`config.mk`:
```
export PLATFORM = sky130hd
export DESIGN_NAME = guarded_updown_counter
export DESIGN_NICKNAME = d
export VERILOG_FILES = /design/src/rtl/guarded_counter_pkg.sv /design/src/rtl/residue_fold.sv /design/src/rtl/guarded_updown_counter.sv
export SDC_FILE = /design/constraint.sdc
export NUM_CORES = 1
export LEC_CHECK = 0
export CORE_UTILIZATION = 51
export CTS_CLUSTER_DIAMETER = 40
export CTS_CLUSTER_SIZE = 30
export DETAILED_ROUTE_END_ITERATION = 8
export GPL_TIMING_DRIVEN = 0
export HOLD_SLACK_MARGIN = 0.05
export PLACE_DENSITY_LB_ADDON = 0.05
export SETUP_SLACK_MARGIN = 0.4
export SKIP_LAST_GASP = 1
export SYNTH_ARGS = -nofsm -noshare
export SYNTH_HDL_FRONTEND = slang
export SYNTH_HIERARCHICAL = 1
export SYNTH_SLANG_ARGS = --single-unit
```
`constraint.sdc`:
```
create_clock -name clk -period 4 [get_ports clk]
set_input_delay 0.4 -clock clk [delete_from_list [all_inputs] [get_ports clk]]
set_output_delay 0.4 -clock clk [all_outputs]
set_load 0.1 [all_outputs]
```
`src/rtl/guarded_counter_pkg.sv`:
```
// Shared helpers for the guarded up/down counter.
//   res_modulus  : check modulus M = 2^G-1 for a G-bit residue
//   res_mod      : value mod M, used to build elaboration-time residue constants
//   params_legal : parameter sanity check applied by the top at elaboration
package guarded_counter_pkg;

    function automatic int unsigned res_modulus(input int unsigned g);
        return (32'd1 << g) - 32'd1;
    endfunction

    function automatic int unsigned res_mod(input longint unsigned value, input int unsigned g);
        longint unsigned m;
        m = longint'(res_modulus(g));
        return int'(value % m);
    endfunction

    // G must be at least 2 (M=1 would check nothing) and no wider than the count.
    function automatic bit params_legal(input int unsigned width, input int unsigned g);
        return (g >= 2) && (g <= width) && (g <= 31);
    endfunction

endpackage

```
`src/rtl/residue_fold.sv`:
```
// Combinational mod-(2^G-1) reduction of a WIDTH-bit value.
// Adds the G-bit chunks with end-around carry, then maps the all-ones
// encoding (the second representation of zero) to zero.
//   value_i : value to reduce
//   fold_o  : value_i mod (2^GUARD_BITS-1), always in 0..2^G-2
module residue_fold #(
    parameter int unsigned WIDTH      = 8,
    parameter int unsigned GUARD_BITS = 2
) (
    input  logic [WIDTH-1:0]      value_i,
    output logic [GUARD_BITS-1:0] fold_o
);

    localparam int unsigned NumChunks = (WIDTH + GUARD_BITS - 1) / GUARD_BITS;
    localparam int unsigned PadWidth  = NumChunks * GUARD_BITS;

    logic [PadWidth-1:0]   padded;
    logic [GUARD_BITS-1:0] acc;
    logic [GUARD_BITS:0]   sum;

    always_comb begin
        padded = PadWidth'(value_i);
        acc    = '0;
        sum    = '0;
        for (int unsigned i = 0; i < NumChunks; i++) begin
            sum = {1'b0, acc} + {1'b0, padded[i*GUARD_BITS +: GUARD_BITS]};
            // Re-adding the carry cannot overflow again: low part is <= 2^G-2 when carry is set.
            acc = sum[GUARD_BITS-1:0] + GUARD_BITS'(sum[GUARD_BITS]);
        end
        fold_o = (&acc) ? '0 : acc;
    end

endmodule

```
`src/rtl/guarded_updown_counter.sv`:
```
// Up/down counter with enable, synchronous load and wrap at MAX_VALUE, guarded by
// an independently stepped mod-(2^G-1) residue register checked every cycle.
//   clk, rstn        : clock, synchronous active-low reset
//   en, up           : count enable and direction (1 = up)
//   load, load_value : synchronous load (saturated to MAX_VALUE)
//   clear_err        : clears err_sticky when no mismatch is present
//   inj_en, inj_mask : XOR fault injected into the next count only
//   out, residue     : count and shadow residue
//   tc               : terminal count (combinational)
//   err, err_sticky  : registered mismatch pulse and latched error
module guarded_updown_counter
    import guarded_counter_pkg::*;
#(
    parameter int unsigned      WIDTH      = 8,
    parameter int unsigned      GUARD_BITS = 2,
    parameter logic [WIDTH-1:0] MAX_VALUE  = {WIDTH{1'b1}}
) (
    input  logic                  clk,
    input  logic                  rstn,
    input  logic                  en,
    input  logic                  up,
    input  logic                  load,
    input  logic [WIDTH-1:0]      load_value,
    input  logic                  clear_err,
    input  logic                  inj_en,
    input  logic [WIDTH-1:0]      inj_mask,
    output logic [WIDTH-1:0]      out,
    output logic [GUARD_BITS-1:0] residue,
    output logic                  tc,
    output logic                  err,
    output logic                  err_sticky
);

    if (!params_legal(WIDTH, GUARD_BITS)) begin : g_bad_params
        $error("guarded_updown_counter: GUARD_BITS must satisfy 2 <= GUARD_BITS <= WIDTH");
    end

    // Residue of the wrap-down target, and the largest legal residue (M-1).
    localparam logic [GUARD_BITS-1:0] MaxRes =
        GUARD_BITS'(res_mod(64'(MAX_VALUE), GUARD_BITS));
    localparam logic [GUARD_BITS-1:0] ResTop =
        GUARD_BITS'(res_modulus(GUARD_BITS) - 32'd1);

    logic [WIDTH-1:0]      count_q, count_d, count_step, load_sat;
    logic [GUARD_BITS-1:0] res_q, res_d, load_res, count_res;
    logic                  err_q, err_d, sticky_q, sticky_d;
    logic                  at_max, at_zero, mismatch;

    assign load_sat = (load_value > MAX_VALUE) ? MAX_VALUE : load_value;
    assign at_max   = (count_q == MAX_VALUE);
    assign at_zero  = (count_q == '0);

    residue_fold #(
        .WIDTH      (WIDTH),
        .GUARD_BITS (GUARD_BITS)
    ) u_fold_load (
        .value_i (load_sat),
        .fold_o  (load_res)
    );

    residue_fold #(
        .WIDTH      (WIDTH),
        .GUARD_BITS (GUARD_BITS)
    ) u_fold_check (
        .value_i (count_q),
        .fold_o  (count_res)
    );

    assign mismatch = (count_res != res_q);

    // The residue steps on its own; it only re-reads the count path on load.
    always_comb begin
        count_step = count_q;
        res_d      = res_q;
        if (load) begin
            count_step = load_sat;
            res_d      = load_res;
        end else if (en && up) begin
            if (at_max) begin
                count_step = '0;
                res_d      = '0;
            end else begin
                count_step = count_q + WIDTH'(1);
                res_d      = (res_q == ResTop) ? '0 : res_q + GUARD_BITS'(1);
            end
        end else if (en) begin
            if (at_zero) begin
                count_step = MAX_VALUE;
                res_d      = MaxRes;
            end else begin
                count_step = count_q - WIDTH'(1);
                res_d      = (res_q == '0) ? ResTop : res_q - GUARD_BITS'(1);
            end
        end
        count_d  = inj_en ? (count_step ^ inj_mask) : count_step;
        err_d    = mismatch;
        // Set wins over clear.
        sticky_d = mismatch | (sticky_q & ~clear_err);
    end

    always_ff @(posedge clk) begin
        if (!rstn) begin
            count_q  <= '0;
            res_q    <= '0;
            err_q    <= 1'b0;
            sticky_q <= 1'b0;
        end else begin
            count_q  <= count_d;
            res_q    <= res_d;
            err_q    <= err_d;
            sticky_q <= sticky_d;
        end
    end

    assign out        = count_q;
    assign residue    = res_q;
    assign err        = err_q;
    assign err_sticky = sticky_q;
    assign tc         = en & ~load & ((up & at_max) | (~up & at_zero));

endmodule

```
---- After elaboration in Yosys (flattened, before gate mapping) ----
Index checks and enable logic that the tools add are counted.
Widths: inputs -> output; s select.
word-level totals
  flip-flop bits (word level) ............. 12
  input bits .............................. 23
  output and inout bits ................... 13
  word-level logic and storage cells ...... 57
operators by class
  bitwise operators ....................... 11
  reductions and logical operators ........ 6
  order comparisons ....................... 1
  add/sub/neg operators ................... 16
  mux-type cells .......................... 16
  equal/unequal tests ..................... 3
operators by type and width
  operator             count
  $mux 8               7
  $add 2x2->3          6
  $mux 2               9
  $add 2x1->2          6
  $add 8x1->8 const B  1
  $eq 8x8->1 const B   1
  $gt 8x8->1 const B   1
  $logic_not 8->1      1
  $sub 8x1->8 const B  1
  $xor 8x8->8          1
  $and 1x1->1          5
  $reduce_and 2->1     2
  $not 1->1            3
  $reduce_bool 3->1    1
  $add 2x1->2 const B  1
  $eq 2x2->1 const B   1
  $logic_not 2->1      1
  $ne 2x2->1           1
  $or 1x1->1           2
  $sub 2x1->2 const B  1
  $logic_and 1x1->1    1

---- Depth between registers and ports, before layout ----
Gate-level depths: netlist of the first run.
  word-level depth ........................ 11
  depth in mapped cells ................... 18
  gate-level depth less buffers ........... 18

---- Cells and area by module ----
Netlist of the first run, hierarchy kept.
modules (own cells, without submodules)
  module                  sequential area each (um^2)  cells each  area an instance (um^2)  times used
  guarded_updown_counter  240.2                        154         1173.6                   1
  residue_fold            0.0                          20          193.9                    2

---- Least setup slack after synthesis of the first run ----
No wires, ideal clock.
  path type ............................... reg-to-output
  from .................................... reg count_q[1] (netlist: out[1])
  to ...................................... out tc
  arrival time ............................ 4250 ps
  cell stages (with the launch flop) ...... 5
  slack ................................... -650 ps
  path buffers ............................ 0
  data required time ...................... 3600 ps
  cell sequence ........................... dfxtp_1 > ha_1 > nand4_1 > or2_2 > a221oi_1
between the ends
  word-level cells in the longest chain between the ends .. 4
  elaborated cells on any way between the ends .. 6
  classes of those cells .................. eq/ne (1); bitwise (4); reduce/logical (1)
ends and longest elaborated chain
  what                                                  line                                                        source
  start: declaration                                    guarded_updown_counter.sv:44                                logic [WIDTH-1:0] count_q, count_d, count_step, load_sat;
  start signal: assignment                              guarded_updown_counter.sv:108                               count_q <= count_d;
  $eq 8x8->1 / $logic_not 8->1 (equally long branches)  guarded_updown_counter.sv:50, guarded_updown_counter.sv:51
  $and 1x1->1                                           guarded_updown_counter.sv:119                               assign tc = en & ~load & ((up & at_max) | (~up & at_zero));
  $or 1x1->1 *                                          guarded_updown_counter.sv:119
  $and 1x1->1 *                                         guarded_updown_counter.sv:119
  end: declaration                                      guarded_updown_counter.sv:29                                output logic tc,
Every way passes the cells marked *; elsewhere a longest branch is shown, timed or not.

---- Final worst setup path of the first run ----
  from .................................... reg count_q[2] (netlist: out[2])
  to ...................................... reg sticky_q (netlist: err_sticky)
between the ends
  word-level cells in the longest chain between the ends .. 10
ends and longest elaborated chain
  what                    line                           source
  $add 2x2->3 *           residue_fold.sv:26             sum = {1'b0, acc} + {1'b0, padded[i*GUARD_BITS +: GUARD_BITS]};
  $add 2x1->2 *           residue_fold.sv:28             acc = sum[GUARD_BITS-1:0] + GUARD_BITS'(sum[GUARD_BITS]);
  $add 2x2->3 *           residue_fold.sv:26
  $add 2x1->2 *           residue_fold.sv:28
  $add 2x2->3 *           residue_fold.sv:26
  $add 2x1->2 *           residue_fold.sv:28
  $reduce_and 2->1        residue_fold.sv:30             fold_o = (&acc) ? '0 : acc;
  $mux 2 *                residue_fold.sv:30
  named net count_res[0]  guarded_updown_counter.sv:45   logic [GUARD_BITS-1:0] res_q, res_d, load_res, count_res;
  $ne 2x2->1 *            guarded_updown_counter.sv:69   assign mismatch = (count_res != res_q);
  $or 1x1->1 *            guarded_updown_counter.sv:98   sticky_d = mismatch | (sticky_q & ~clear_err);
  end signal: assignment  guarded_updown_counter.sv:111  sticky_q <= sticky_d;
  end: declaration        guarded_updown_counter.sv:46   logic err_q, err_d, sticky_q, sticky_d;
The timed path passes the listed nets; every way through them passes the cells marked *.
A chain may end at the register's enable or synchronous reset.

==> results.ini, run 1 <==
[timing]
drv_slew=0
tightest_slew_ps=995
slew_headroom_pct=33.5
tns_ps=0
rsz0062_at_grt=true
hold_viol_final=0
worst_hold_slack_ps=519
max_freq_mhz=279
period_share_pct=89.6
clock_skew_ps=13.7
finalCriticalPeriod_ps=3590
final.setup.worst_slack_ps=414
finalSetupViolations=0

[cts]
cts_root_buf=clkbuf_4
cts_tree=done
htree_levels=1
ctsHoldBuffers=0
clkSinkCount=12
clock_path_buffers=2
numCtsBuffers=3
clk_pin_slew_worst_paths_ps=110
clk_latency_ps=300

[pwr]
total_power_mw=1.04
switchingPower_uw=532
p_leak_nw=0.847
ir_drop_mv=0.591
power_density_nw_per_um2=485
swShare_pct=51.2
seqPwrFrac_pct=17.3
clkPwrFrac_pct=10.8
p_int_uw=507
pwr-share-comb_pct=71.9

[synth]
synth_top_area_share_pct=15.4
syn_nets=240
syn_area_um2=1560
yosysTopAreaCell=dfxtp_1
synth_edf_count=0
synth-main-ff-cell=dfxtp_1
synthCells=194
ys_warn_count=6
syn_avg_cell_area_um2=8.05
async_flop_share_pct=0
seq_area_frac_synth_pct=15.4
synth.distinct_cells=55
ys_ff_latch=12
ys_top_cells_by_area=dfxtp_1, ha_1, fa_1

[final_layout]
syn2layout_area_growth_pct=37.2
antenna_cells=0
final_nets=281
final_cell_mix=clkdlybuf4s50_1, inv_1, nand2_1
drive_above_1_share_pct=21.4
final_common_cell=clkdlybuf4s50_1

[global_route]
grt_antenna_before_repair=0
grt_pass1_wl_mm=7.65
grtUsageTotal_pct=30.4
grt_max_degree=11
grt_pass1_vias=1624
overflow=0

[setup_path]
cp-end-kind=register
critical_path_class=register to register
worstPathRequired_ps=4190
cp_max_fo=3
start_kind=register
r2r_slack_ps=410
arrival_ps=3780

[routing]
met2_length_mm=2.32
dr.pass1.iters=7
wl_mm=4.65
dr_wl_met3_um=305
drt-initial-drc-count=107
vias=1677
drtAntennaViolNets=0
route.detailed.drc=3
drt-wirelength-per-cell_um=17.5
highest_layer=met4
wl_met1_mm=1.91
routed_via_density=6.33

[place]
place.gp.congestion=0.906
place_ws_ps=143
dp_hpwl_mm=3.48
io_buffers=35

[floorplanning]
core_um2=2830
pin_count=36
placementRows=19
die_area_um2=3290
die_h_um=57.3
die_w_um=57.3
start_util_pct=55.2

[run]
max-cap-violations=0

[status]
failed_checks=design-rule violations
status=finished, violations left

[min_path]
worstHoldPathType=register to register

==> worst max-delay path, cell delays in order (launching register included) <==
cell and delay (ps):
dfxtp_4 380, ha_4 150, fa_2 370, ha_4 280, ha_4 110, inv_2 30, fa_2 380, inv_2 90
ha_4 140, ha_4 120, inv_2 40, fa_2 590, xor2_2 200, and2_4 180, xnor2_2 110, a21oi_2 80
a31o_2 220
==> sequential cells by signal (all words and copies together) (netlist names) <==
register and flops:
err 1, residue 2, err_sticky 1, out 8
==> routing by layer <==
layer / vias up / global-route usage, %
met3: 14 / 4.54
met5: - / 0
met1: 797 / 40.2
li1: 782 / -
met4: 0 / 11.1
met2: 84 / 50.4
==> cell usage after synthesis (all sizes together) (3+ instances only) <==
| master | number |
|---|---|
| inv | 20 |
| ha | 17 |
| nand2 | 15 |
| a21oi | 12 |
| dfxtp | 12 |
| nand3 | 11 |
| nor2 | 10 |
| xnor2 | 8 |
| nor3 | 7 |
| o21ai | 7 |
| buf | 6 |
| fa | 6 |
| and2 | 4 |
| o211ai | 4 |
| xor2 | 4 |
| a31o | 3 |
| a31oi | 3 |
| clkbuf | 3 |
| nand2b | 3 |
| nand4 | 3 |
==> logic make-up (layout without fill, tap and decap cells) <==
family / Yosys count / in the layout / synth area share [%]
adder cells (fa/ha/maj): 23 / 23 / 21.3
XOR/XNOR: 12 / 12 / 6.73
buffers and inverters: 30 / 70 / 9.37
AND/OR/NAND/NOR: 67 / 67 / 23.7
AO/OA/AOI/OAI: 47 / 47 / 21.5
multiplexers: 3 / 3 / 2.00
flip-flops: 12 / 12 / 15.4
==> power by group through the flow <==
stage	clock (mW)	combinational [mW]	sequential, mW
2_1_floorplan	0	0.293	0.355
3_3_place_gp	0	0.597	0.179
3_5_place_dp	0	0.620	0.182
4_1_cts	0.111	0.638	0.178
5_1_grt	0.116	0.790	0.184
6_report	0.112	0.747	0.180
==> final timing paths <==
path / startpoint / to / depth (start not counted)
worst min register to register: err_sticky / err_sticky / 1
worst max register to register: out[2] / err_sticky / 16
worst min-delay path: err_sticky / err_sticky / 1
worst max-delay path: out[2] / err_sticky / 16
==> layout make-up <==
type                    count  area [um^2]
multi-input cells         152         1310
fillers                   215          687
repair buffers             36          363
flip-flops and latches     12          250
inverters                  20         75.1
plain buffers              10         71.3
well taps                  31         38.8
clock buffers               4         36.3
==> repair_timing <==
action,CTS,global route
buffers inserted,1,0
pin swaps,5,12
resized for setup,4,24
endpoints found under the setup margin,1,3
==> per-stage QoR <==
step / std cells / util, % / cell area [um^2]
after floorplan: 194 / - / 1580
after global placement: 260 / 69.6 / 1970
after detailed placement: 260 / 69.6 / 1970
after CTS: 265 / 71.8 / 2030
after global routing: 265 / 75.7 / 2140
final: 265 / 75.7 / 2140
Note: power is estimated with default switching activity, not from simulation.
==> inputs of run 2 (changes only) <==
--- a/config.mk
+++ b/config.mk
@@ -5,6 +5,7 @@
 export SDC_FILE = /design/constraint.sdc
 export NUM_CORES = 1
 export LEC_CHECK = 0
+export CORE_MARGIN = 5
 export CORE_UTILIZATION = 51
 export CTS_CLUSTER_DIAMETER = 40
 export CTS_CLUSTER_SIZE = 30
==> run 2 against run 1 <==
Against the previous run:
- largest power group unchanged
- sequential power is essentially flat
- critical path type unchanged
- first-iteration DRC count grew 16%
- via count down 2.3%
- power fell by 2.9%
- clock-buffer cell count is 1 lower
- die area up 30%
- the run now ends clean
- critical path depth did not move
==> results.ini, run 2 (synthesized netlist as in run 1, its figures left out) <==
[floorplanning]
core_um2=3000  ; was 2830 um^2
start_util_pct=52.0  ; was 55.2%
placementRows=20  ; was 19
die_area_um2=4270  ; was 3290 um^2
pin_count=36  ; unchanged
die_w_um=65.3  ; was 57.3 um
die_h_um=65.3  ; was 57.3 um

[cts]
numCtsBuffers=3  ; unchanged
clock_path_buffers=2  ; unchanged
htree_levels=1  ; unchanged
clk_pin_slew_worst_paths_ps=80  ; was 110 ps
clkSinkCount=12  ; unchanged
cts_root_buf=clkbuf_4  ; unchanged
clk_latency_ps=290  ; was 300 ps
ctsHoldBuffers=0  ; unchanged
cts_tree=done  ; unchanged

[setup_path]
worstPathRequired_ps=4170  ; was 4190 ps
reg2reg_from=out[0]  ; was out[2]
cp_max_fo=2  ; was 3
arrival_ps=3740  ; was 3780 ps
critical_path_class=register to register  ; unchanged
startpoint=out[0]  ; was out[2]
worstRegToRegCells=16  ; unchanged
cp-end-kind=register  ; unchanged
r2r_slack_ps=440  ; was 410 ps
critPathCapture=err_sticky  ; unchanged
r2r_end=err_sticky  ; unchanged
start_kind=register  ; unchanged

[final_layout]
drive_above_1_share_pct=21.6  ; was 21.4%
syn2layout_area_growth_pct=37.5  ; was 37.2%
final_common_cell=clkdlybuf4s50_1  ; unchanged
final_nets=283  ; was 281
final_cells=269  ; was 265
final.fill_count=249  ; was 215
final_cell_mix=clkdlybuf4s50_1, inv_1, nand2_1  ; unchanged
post-route-util_pct=71.5  ; was 75.7%
fin_area_um2=2150  ; was 2140 um^2
largest_reg_flops=8  ; unchanged
antenna_cells=0  ; unchanged

[pwr]
power_density_nw_per_um2=470  ; was 485 nW/um^2
total_power_mw=1.01  ; was 1.04 mW
ir_drop_mv=0.487  ; was 0.591 mV
p_leak_nw=0.852  ; was 0.847 nW

[place]
io_buffers=35  ; unchanged
place.gp.congestion=0.915  ; was 0.906
place_area_um2=1970  ; about the same
placedCellCount=262  ; was 260
dp_hpwl_mm=3.56  ; was 3.48 mm
place_ws_ps=157  ; was 143 ps

[timing]
finalCriticalPeriod_ps=3560  ; was 3590 ps
rsz0062_at_grt=false  ; was true
clock_skew_ps=16.9  ; was 13.7 ps
hold_viol_final=0  ; unchanged
slew_headroom_pct=34.8  ; was 33.5%
drv_slew=0  ; unchanged
max_freq_mhz=281  ; was 279 MHz
finalSetupViolations=0  ; unchanged
period_share_pct=89.1  ; was 89.6%
final.setup.worst_slack_ps=435  ; was 414 ps
worst_hold_slack_ps=502  ; was 519 ps
tns_ps=0  ; unchanged
tightest_slew_ps=976  ; was 995 ps

[global_route]
overflow=0  ; unchanged
grt_pass1_wl_mm=7.42  ; was 7.65 mm
grt_antenna_before_repair=0  ; unchanged
grtUsageTotal_pct=22.5  ; was 30.4%
grt_max_degree=11  ; unchanged
grt_pass1_vias=1578  ; was 1624

[routing]
routed_via_density=6.09  ; was 6.33
dr.pass1.iters=4  ; was 7
drt-initial-drc-count=124  ; was 107
drtAntennaViolNets=0  ; unchanged
drt-wirelength-per-cell_um=17.4  ; was 17.5 um
vias=1639  ; was 1677
wl_mm=4.68  ; was 4.65 mm
route.detailed.drc=0  ; was 3

[run]
max-cap-violations=0  ; unchanged

[min_path]
worstHoldPathType=register to register  ; unchanged

[status]
status=finished, final reports clean  ; was finished, violations left

-- run 2: cell count changes in the layout (fill, tap and decap cells not counted), sizes merged --
| cell | change |
|---|---|
| clkinv | +1 |
| clkbuf | -1 |
| buf | +2 |
-- run 2: timing repair --
| action | CTS | global route |
|---|---|---|
| gates resized for setup | 4 | 23 |
| gates cloned | 0 | 0 |
| pin swaps | 7 | 13 |
| setup endpoints to repair | 1 | 4 |
| buffers inserted | 2 | 1 |
-- run 2: report_power, final --
group / switching [mW] / internal (mW) / leakage [nW]
combinational: 0.440 / 0.305 / 0.735
sequential: 0.0312 / 0.147 / 0.102
clock: 0.0500 / 0.0362 / 0.0154
total: 0.521 / 0.488 / 0.852
-- run 2: per-layer routing --
layer	vias to the layer above	routed length, um	track usage [%]	part of all wire (%)
met2	67	2370	38.8	51
met4	0	52	5.18	1.1
met5	-	0	0	0
li1	787	-	-	-
met1	779	1900	29.2	41
met3	6	354	3.76	7.6
-- run 2: final cells by class --
class,instances,area [um^2],area share [%]
inverters,20,75.1,3.50
clock inverters,1,3.75,0.175
clock buffers,3,22.5,1.05
repair buffers,38,378,17.6
well taps,33,41.3,1.92
flip-flops and latches,12,250,11.7
multi-input cells,152,1310,60.8
plain buffers,10,71.3,3.32
-- run 2: worst min-delay path by stage --
stage	start	endpoint	cells after the start
global route	err_sticky	err_sticky	1
floorplan	inj_mask[0]	out[0]	2
global placement	err_sticky	err_sticky	1
CTS	err_sticky	err_sticky	1
detailed placement	err_sticky	err_sticky	1
finish	err_sticky	err_sticky	1
-- run 2: worst max-delay path, cell delays in order (launching register included) --
cell,delay [ps]
dfxtp_4,360
ha_4,160
fa_2,360
ha_4,280
ha_4,110
inv_2,40
fa_2,370
inv_2,70
ha_4,190
ha_2,160
inv_1,70
fa_2,460
xor2_2,170
and2_4,170
xnor2_2,200
a21oi_2,90
a31o_2,220
==> RTL edit 1 (flow settings as in run 2) <==
The output `err` loses its register stage (`err_q` becomes a continuous assignment).
--- a/src/rtl/guarded_updown_counter.sv
+++ b/src/rtl/guarded_updown_counter.sv
@@ -102,15 +102,15 @@
         if (!rstn) begin
             count_q  <= '0;
             res_q    <= '0;
-            err_q    <= 1'b0;
             sticky_q <= 1'b0;
         end else begin
             count_q  <= count_d;
             res_q    <= res_d;
-            err_q    <= err_d;
             sticky_q <= sticky_d;
         end
     end
+
+    assign err_q = err_d;
 
     assign out        = count_q;
     assign residue    = res_q;
Behaviour: not the same (Yosys sat finds a counterexample within 4 cycles, from zero or initial values and one cycle with rstn low).
==> RTL edit 1 against run 2 <==
The run now ends with negative setup slack left. Cell count grew 3.0%. Design area grew 1.6%. Maximum frequency shrank 14%. Synthesized area grew 0.80%. Sequential power shrank 5%. Worst setup slack lost 0.56 ns. Total power grew 32%. Wire length grew 3.7%. Sequential cell count shrank 1. Largest cell class unchanged.
==> RTL edit 1: results (changes against run 2) <==
power:
  leakage_nw: 0.884  # +3.8%
  clkPwrFrac_pct: 6.5  # -2.0 points
  combPwrFrac_pct: 80.7  # +6.9 points
  powerComb_mw: 1.07  # +44%
  switchingPower_uw: 726  # +39%
layout:
  fin_cells: 277  # +3.0%
  fin_nets: 291  # +2.8%
  drive_gt1_share_pct: 20.1  # -1.5 points
setup_path:
  regToRegStartpoint: "out[2]$_SDFF_PN0_"
  arrival_ns: 3.73  # about the same
  slowest_delay_ns: 0.44  # -0.02 ns
status:
  status: "complete, but fails checks"
  violations: "negative setup slack"
synthesis:
  synth.distinct_cells: 47  # -15%
  synthMuxAreaShare_pct: 2.70  # +0.70 points
  synth_commonest_cells: "inv_1, ha_1, nor2_1, nand2_1, dfxtp_1"
  synth_fa_ha_area_share_pct: 21.1  # -0.17 points
  synth_xor_area_share_pct: 7.79  # +1.1 points
  netlist_top_cells_area: "dfxtp_1, ha_1, fa_1, inv_1, xnor2_1"
  syn_nets: 248  # +3.3%
  synth-compound-area-share_pct: 18.0  # -3.4 points
  synth.avg_cell_area_um2: 7.79  # -3.2%
timing:
  finalSetupTns_ns: -0.128  # -0.128 ns
  slew_headroom_pct: 34.6  # -0.19 points
  setup_ws_ns: -0.128  # -0.563 ns
  clock_skew_ns: 0.0103  # -0.00657 ns
  setup_viol: 1  # +1
routing:
  vias_per_cell: 6.26  # +2.7%
  wl_um: 4860  # +3.7%
clocking:
  cts_setup_buffers: 3  # +1
  cts-resized-gates: 15  # +11
place:
  dp_cells: 270  # +3.1%
  place_ws_ns: -0.820  # -0.978 ns
  gp_congestion: 0.838  # -8.5%
  dpl_cell_area_mm2: 0.00208  # +5.3%
  dpl.hpwl_um: 3690  # +3.7%
global_route:
  grt_util_all_layers_pct: 24.5  # +2.0 points
==> RTL edit 1: cell count changes after synthesis, sizes merged, moves of 3 or more <==
cell,delta
nor2,+7
nand4,+4
a21oi,-3
o211ai,-4
nand3,-3
==> RTL edit 1: cell type report <==
class	count	area (um2)
sequential	11	235
buffer	11	71.3
tap	33	41.3
fill	246	821
clock buffer	4	26.3
timing repair buffer	38	390
multi-input combinational	158	1340
inverter	22	82.6
==> RTL edit 1: worst paths after layout <==
check / endpoint / cells past startpoint / slack (ns)
worst max-delay path: err / 17 / -0.13
worst min-delay path: err_sticky$_SDFF_PN0_ / 2 / 0.55
worst max register to register: err_sticky$_SDFF_PN0_ / 16 / 0.58
worst min register to register: err_sticky$_SDFF_PN0_ / 2 / 0.55
==> RTL edit 1: layer usage <==
layer	vias up	track usage (%)	part of all wire, %
met5	-	0	0
met4	0	7.51	1.7
met2	98	45.5	52
met3	14	5.13	8.3
li1	809	-	-
met1	812	27.7	38
==> RTL edit 2 (settings of run 2) <==
Without the edit above. Reset style: asynchronous (`rstn`), changed in one clocked block. Comments in the files are not updated.
--- a/src/rtl/guarded_updown_counter.sv
+++ b/src/rtl/guarded_updown_counter.sv
@@ -98,7 +98,7 @@
         sticky_d = mismatch | (sticky_q & ~clear_err);
     end
 
-    always_ff @(posedge clk) begin
+    always_ff @(posedge clk or negedge rstn) begin
         if (!rstn) begin
             count_q  <= '0;
             res_q    <= '0;
Check against the original RTL: differs if rstn is asserted again (counterexample within 4 cycles, from zero or initial values and one cycle with rstn low); with rstn held inactive, the same outputs for 10 cycles.
==> RTL edit 2 against run 2 <==
Synthesized area decreased by 0.88%. Wire length decreased by 14%. Design area decreased by 1.4%. Sequential cell count unchanged. Total power increased by 79%. Synthesized cell count decreased by 7.7%. Worst setup slack improved by 0.064 ns. Via count decreased by 10%. Critical endpoint is now err_sticky$_DFF_PN0_. Largest cell class unchanged. Highest routed layer unchanged.
==> RTL edit 2: results (changes against run 2) <==
synthesis:
  synth_ff_type: "dfrtp_1"
  synth.distinct_cells: 51  # -7.3%
  seq_area_frac_synth_pct: 19.4  # +4.0 points
  synth_commonest_cells: "inv_1, nand2_1, ha_1, nor2_1, dfrtp_1"
  syn_nets: 225  # -6.3%
  netlist_top_cells_area: "dfrtp_1, ha_1, fa_1, xnor2_1, inv_1"
  async_reset_ff_share_pct: 100  # +100 points
routing:
  vias: 1473  # -10%
  wl_um: 4010  # -14%
  drt_iter0_markers: 103  # -17%
setup_path:
  regToRegStartpoint: "out[0]$_DFF_PN0_"
  worstPathMaxFanout: 3  # +1
  slowest_delay_ns: 0.50  # +0.04 ns
  slowest_stage: "dfrtp_4"
  r2r_setup_slack_ns: 0.50  # +0.06 ns
  arrival_ns: 3.65  # -0.09 ns
  crit_path_end: "err_sticky$_DFF_PN0_"
global_route:
  met2_usage_pct: 33.7  # -5.1 points
  grt_use_met3_pct: 2.74  # -1.0 points
  grt_util_all_layers_pct: 19.6  # -2.9 points
  grt_pass1_wl_um: 6470  # -13%
  grt_max_degree: 13  # +2
timing:
  finalCritPeriodShare_pct: 87.5  # -1.6 points
  slew_headroom_pct: 35.3  # +0.58 points
  clock_skew_ns: 0.00148  # -0.0154 ns
place:
  place_ws_ns: 0.0605  # -0.0966 ns
  gp_congestion: 0.877  # -4.2%
  port_buffers: 34  # -2.9%
layout:
  fin_nets: 266  # -6.0%
  nFillCells: 247  # -0.80%
status:
  status: "finished, final reports clean"
power:
  peakVddDrop_mv: 0.441  # -9.4%
hold_path:
  hp-class: "in -> async"
clocking:
  clkLatencyLatePin_ns: 0.27  # -0.02 ns
-- RTL edit 2: cell types whose count changed after synthesis, sizes merged, moves of 5 or more --
cell / delta
dfrtp: +12
dfxtp: -12
nand3: -6
nor2: +5
o31ai: +5
-- RTL edit 2: cells by family after synthesis --
logic type | count (synthesis) | synth area share [%]
buffers and inverters | 28 | 8.81
AO/OA/AOI/OAI | 34 | 15.8
adder cells (fa/ha/maj) | 23 | 21.5
AND/OR/NAND/NOR | 62 | 22.9
XOR/XNOR | 18 | 10.2
flip-flops | 12 | 19.4
multiplexers | 2 | 1.37
-- RTL edit 2: area by class of cell --
cell class	count	share of cell area, %
clock buffers	4	1.71
plain buffers	9	3.07
flip-flops and latches	12	14.7
multi-input cells	139	58.0
inverters	19	3.37
repair buffers	36	17.2
well taps	33	1.95
-- RTL edit 2: routing by layer --
metal / vias up / wire length (um)
met3: 10 / 267
met5: - / 0
met2: 63 / 2020
met1: 703 / 1630
li1: 697 / -
met4: 0 / 92
-- RTL edit 2: what timing repair did --
action / in CTS / in global routing
hold endpoints to repair: 0 / 0
buffers inserted: 0 / 2
gates cloned: 0 / 0
pin swaps: 3 / 12
gates resized for setup: 3 / 24
endpoints found under the setup margin: 1 / 5
-- RTL edit 2: metrics by stage --
step	power (mW)	std cells	area, um2
floorplan	1.13	179	1570
global placement	1.32	246	1950
detailed placement	1.36	246	1950
CTS	1.46	250	1990
global route	1.97	252	2120
finish	1.81	252	2120
-- RTL edit 2: report_power, final --
group	switching [mW]	internal [mW]
combinational	0.805	0.677
clock	0.0389	0.0553
sequential	0.0611	0.169
